===== src/rtl/instr_fetch_unit.sv =====
// instr_fetch_unit: fetch side of the single-stage core.
// Owns the PC, the retired-instruction counter and the req/ack handshake
// to instruction memory. Each fetched word is held on ins until retire.
// Optional feature macro: MISALIGN_TRAP_EN (trap on misaligned redirect
// instead of silently clearing target[1:0]).
module instr_fetch_unit #(
  parameter logic [31:0] RESET_PC = 32'h0000_0000,
  parameter logic [31:0] NOP_WORD = 32'h0000_0013
) (
  input  logic        clk,
  input  logic        rst,
  output logic        imem_req,
  output logic [31:0] imem_addr,
  input  logic        imem_ack,
  input  logic [31:0] imem_rdata,
  output logic [31:0] ins,
  output logic        ins_valid,
  output logic [31:0] pc,
  output logic [31:0] pc_plus4,
  input  logic        retire,
  input  logic        pcsel,
  input  logic [31:0] target,
  output logic [31:0] retire_cnt,
  output logic        misalign_err
);

`ifdef MISALIGN_TRAP_EN
  typedef enum logic [1:0] {BOOT, FETCH, HOLD, ERROR} state_t;
`else
  typedef enum logic [1:0] {BOOT, FETCH, HOLD} state_t;
`endif

  state_t      state_q, state_d;
  logic [31:0] pc_q, pc_d;
  logic [31:0] ins_q, ins_d;
  logic [31:0] cnt_q, cnt_d;
  logic [31:0] pc_inc;
  logic [31:0] target_aligned;
  logic [31:0] pc_next;
`ifdef MISALIGN_TRAP_EN
  logic        err_q, err_d;
  logic        target_misaligned;
`endif

  // Sequential successor and word-aligned redirect address.
  always_comb begin
    pc_inc         = pc_q + 32'd4;
    target_aligned = target & ~32'h0000_0003;
    pc_next        = pcsel ? target_aligned : pc_inc;
  end

`ifdef MISALIGN_TRAP_EN
  // Only a taken redirect can fault; sequential flow is always aligned.
  always_comb begin
    target_misaligned = pcsel && (target[1:0] != 2'b00);
  end
`endif

  // Next-state logic: request/hold/retire sequencing.
  always_comb begin
    state_d = state_q;
    pc_d    = pc_q;
    ins_d   = ins_q;
    cnt_d   = cnt_q;
`ifdef MISALIGN_TRAP_EN
    err_d   = err_q;
`endif
    case (state_q)
      BOOT: begin
        state_d = FETCH;
      end
      FETCH: begin
        if (imem_ack) begin
          ins_d   = imem_rdata;
          state_d = HOLD;
        end
      end
      HOLD: begin
        if (retire) begin
          cnt_d = cnt_q + 32'd1;
          ins_d = NOP_WORD;
`ifdef MISALIGN_TRAP_EN
          if (target_misaligned) begin
            err_d   = 1'b1;
            state_d = ERROR;
          end else begin
            pc_d    = pc_next;
            state_d = FETCH;
          end
`else
          pc_d    = pc_next;
          state_d = FETCH;
`endif
        end
      end
`ifdef MISALIGN_TRAP_EN
      ERROR: begin
        state_d = ERROR;
      end
`endif
      default: begin
        state_d = BOOT;
      end
    endcase
  end

  // State register with synchronous active-high reset.
  always_ff @(posedge clk) begin
    if (rst) begin
      state_q <= BOOT;
      pc_q    <= RESET_PC;
      ins_q   <= NOP_WORD;
      cnt_q   <= '0;
`ifdef MISALIGN_TRAP_EN
      err_q   <= 1'b0;
`endif
    end else begin
      state_q <= state_d;
      pc_q    <= pc_d;
      ins_q   <= ins_d;
      cnt_q   <= cnt_d;
`ifdef MISALIGN_TRAP_EN
      err_q   <= err_d;
`endif
    end
  end

  // Request and valid are pure state decodes, so both change exactly on
  // the edge that enters or leaves FETCH/HOLD.
  always_comb begin
    imem_req   = (state_q == FETCH);
    ins_valid  = (state_q == HOLD);
    imem_addr  = pc_q;
    pc         = pc_q;
    pc_plus4   = pc_inc;
    ins        = ins_q;
    retire_cnt = cnt_q;
`ifdef MISALIGN_TRAP_EN
    misalign_err = err_q;
`else
    misalign_err = 1'b0;
`endif
  end

endmodule


===== config.mk =====
export PLATFORM = sky130hd
export DESIGN_NAME = instr_fetch_unit
export DESIGN_NICKNAME = d
export VERILOG_FILES = /design/src/rtl/instr_fetch_unit.sv
export SDC_FILE = /design/constraint.sdc
export NUM_CORES = 1
export LEC_CHECK = 0
export ABC_AREA = 0
export BUFFER_PORTS_ARGS = -buffer_cell sky130_fd_sc_hd__buf_2
export CORE_MARGIN = 2
export CORE_UTILIZATION = 44
export DETAILED_ROUTE_END_ITERATION = 8
export GPL_TIMING_DRIVEN = 0
export PLACE_DENSITY = 0.83
export SYNTH_ARGS = -nofsm -noshare
export SYNTH_HDL_FRONTEND = slang
export SYNTH_SLANG_ARGS = --single-unit

===== constraint.sdc =====
create_clock -name clk -period 1.99 [get_ports clk]
set_input_delay 0.199 -clock clk [delete_from_list [all_inputs] [get_ports clk]]
set_output_delay 0.199 -clock clk [all_outputs]
set_load 0.03 [all_outputs]

==> run_results.csv <==
group,metric,value,unit
run_status,status,"finished, violations left",
floorplanning,ios,232,
synthesis,synth.distinct_cells,59,
floorplanning,initial_utilization,0.4517,
setup_path,criticalPathCategory,"flop to primary output",
synthesis,synth_edf_count,0,
sta,finalSetupTns,-2168,ps
detailed_routing,num_vias,6915,
floorplanning,die_h,115.0,microns
synthesis,syn_inst,681,
synthesis,synth-async-reset-ratio,0,
detailed_routing,ant_nets,0,
sta,slew_viol_final,0,
sta,slew-limit-headroom,0.5324,
floorplanning,die-area,13230,sq um
sta,rsz0062_at_grt,"yes",
setup_path,cp_num_buf_inv,3,
synthesis,synth-warning-count,0,
setup_path,worstPathMaxFanout,9,
setup_path,cpMaxStageDelayCell,"dfxtp_2",
hold_path,hp-class,"input pin to flop",
sta,max_freq,0.4528,GHz
sta,hold_viol,0,
synthesis,syn-cell-area,5425,sq um
setup_path,critPathMaxStageDelay,480,ps
finish,drive_gt1_frac,0.4990,
clocking,hold_buffers,0,
clocking,cts.clk_slew.worst_paths,70,ps
global_routing,grt_max_degree,18,
finish,final_cell_mix,"201 x buf_2, 112 x buf_4, 61 x nor2_1, 52 x dfxtp_1",
synthesis,synth-main-ff-cell,"dfxtp_1",
sta,finalSetupViolations,16,
setup_path,cp-end-kind,"primary output",
global_routing,grt_util_all_layers,0.2888,
sta,min_period,2209,ps
setup_path,cp_cell_sequence,"nand3_4 > nor4_4 > buf_4 > nand4_1 > buf_6 > xnor2_4 > buf_6",
place,dp_hpwl,13.37,mm
detailed_routing,first_iter_violations,905,
detailed_routing,wire_per_inst,18.94,microns
floorplanning,core,12010,sq um
detailed_routing,first_pass_iters,8,
clocking,clkSinkCount,96,
synthesis,avgSynthCellArea,7.967,sq um
place,gp_congestion,0.9256,
detailed_routing,routed_wl,21.62,mm
power,leakage,3.970,nW
clocking,cts_tree,"done",
place,place_ws,-502.2,ps
power,peakVddDrop,0.0004113,V
finish,area_delta_synth_final,59.09,%
floorplanning,die_w,115.0,microns
setup_path,arrival,2010,ps
global_routing,grt_pass1_wl,30.49,mm
sta,min_period_over_period,1.110,
sta,tightest_slew,701.4,ps
power,powerDensity,506.8,nW/um^2
setup_path,crit_top_cell,"buf_6",
finish,final_nets,1060,
sta,clock_skew,8.476,ps
clocking,clk_path_buf_depth,2,
sta,finalWorstSetupSlack,-218.5,ps
finish,postLayoutCoreUtil,0.7185,
global_routing,gr-total-overflow,0,
global_routing,grt_pass1_vias,6030,
place,io_buffers,221,
setup_path,worstSetupStartpointType,"flop",
run_status,violations,"setup timing",
setup_path,critPathTopFamily,"simple AND/OR/NAND/NOR gates",
global_routing,antenna_found_initial,0,
detailed_routing,vias_per_cell,6.060,
setup_path,required,1790,ps
synthesis,ys_seq_area_frac,0.3542,
synthesis,ys_ff_latch,96,
flow_run,cap_violations,0,
finish,final_common_cell,"buf_2",
clocking,htree_levels,3,
clocking,numCtsBuffers,9,
detailed_routing,drcViolationCount,0,
finish,antenna_cells,0,
clocking,ctsRootBufferMaster,"clkbuf_16",
clocking,clk_latency,340,ps
floorplanning,rows,40,
final cells by class:
type | count | area (sq um)
Fill cell | 883 | 3381
Multi-Input combinational cell | 482 | 3608
Sequential cell | 96 | 2047
Timing Repair Buffer | 307 | 1961
Buffer | 75 | 465.4
Inverter | 18 | 67.56
Tap cell | 147 | 183.9
Clock buffer | 11 | 252.7
Clock inverter | 5 | 45.04
metrics by stage:
stage | cells | power (mW) | hold WS (ps) | area, sq um
finish | 1141 | 4.374 | 89.41 | 8631
global route | 1141 | 4.515 | 114.4 | 8631
CTS | 1112 | 4.375 | 78.70 | 8168
detailed placement | 1055 | 2.639 | 436.8 | 7106
global placement | 1055 | 2.633 | 428.5 | 7106
floorplan | 687 | 2.426 | 342.6 | 5816
worst paths after layout:
path / from / end / slack [ps] / cells past startpoint
worst min register to register: ins[4] / ins[4] / 480 / 2
worst min-delay path: imem_rdata[4] / ins[4] / 90 / 3
worst max-delay path: imem_addr[19] / pc_plus4[28] / -220 / 7
worst max register to register: retire_cnt[5] / retire_cnt[18] / 40 / 6
logic make-up after synthesis:
family / synth area share
mux: 0.01338
fa+ha+maj: 0.004612
flops: 0.3542
compound gates: 0.1942
other cells: 0.0006912
buf+inv: 0.1029
simple gates: 0.2687
xor+xnor: 0.06135
cells in the mapped netlist (3+ instances only):
master	number	share of area
a311o_1	5	0.0092
xor2_1	10	0.016
nor4_1	18	0.021
nor2_1	68	0.047
and2_1	5	0.0058
buf_2	7	0.0065
nand3_1	28	0.026
a31oi_1	16	0.018
or2_2	4	0.0046
dfxtp_1	96	0.35
o21ai_0	21	0.019
nand4_1	22	0.025
nand3b_1	3	0.0042
a22oi_1	31	0.043
clkbuf_1	43	0.030
a211o_1	3	0.0048
buf_4	37	0.051
xnor2_1	28	0.045
o211ai_1	8	0.011
nand2_1	41	0.028
nand2b_1	4	0.0046
nor3b_1	4	0.0055
a32oi_1	3	0.0048
mux2i_1	5	0.0092
o31ai_1	7	0.0097
or3_1	13	0.015
and4_1	8	0.013
o22ai_1	3	0.0035
o41ai_1	4	0.0065
or4_1	10	0.014
a21oi_1	36	0.033
buf_1	3	0.0021
a31o_2	3	0.0048
inv_1	17	0.012
and3_1	12	0.014
nor3_1	21	0.019
a211oi_1	3	0.0042
report_power, final:
group / leakage (nW) / internal (mW) / switching [mW]
Clock: 0.147 / 0.941 / 0.821
Combinational: 3.02 / 0.226 / 0.404
Sequential: 0.808 / 1.93 / 0.0484
Total: 3.97 / 3.10 / 1.27
timing repair:
action / in CTS / in global routing
pin swaps: 28 / 28
resized for setup: 113 / 76
setup buffers: 53 / 34
endpoints found under the setup margin: 79 / 49
worst reg2reg max path: stages (launching register included):
cell and delay [ps]:
dfxtp_4 380, nand4_1 140, buf_4 180, or4_4 480
buf_6 150, or4_1 420, a21oi_2 130
sequential cells by signal, summed over array words and instances (netlist names):
name / cells
state_q: 2
ins: 32
imem_addr: 30
retire_cnt: 32
routing by layer:
layer  share of wire  GRT usage  up-vias  wire length [microns]
met5               0          0        -                      0
met4           0.049     0.1446        0                   1061
met3            0.10    0.06484      116                   2263
met2            0.48     0.4753      514                  10270
met1            0.37     0.3562     3200                   8018
li1                -          -     3085                      -
(Power assumes the default switching activity.)
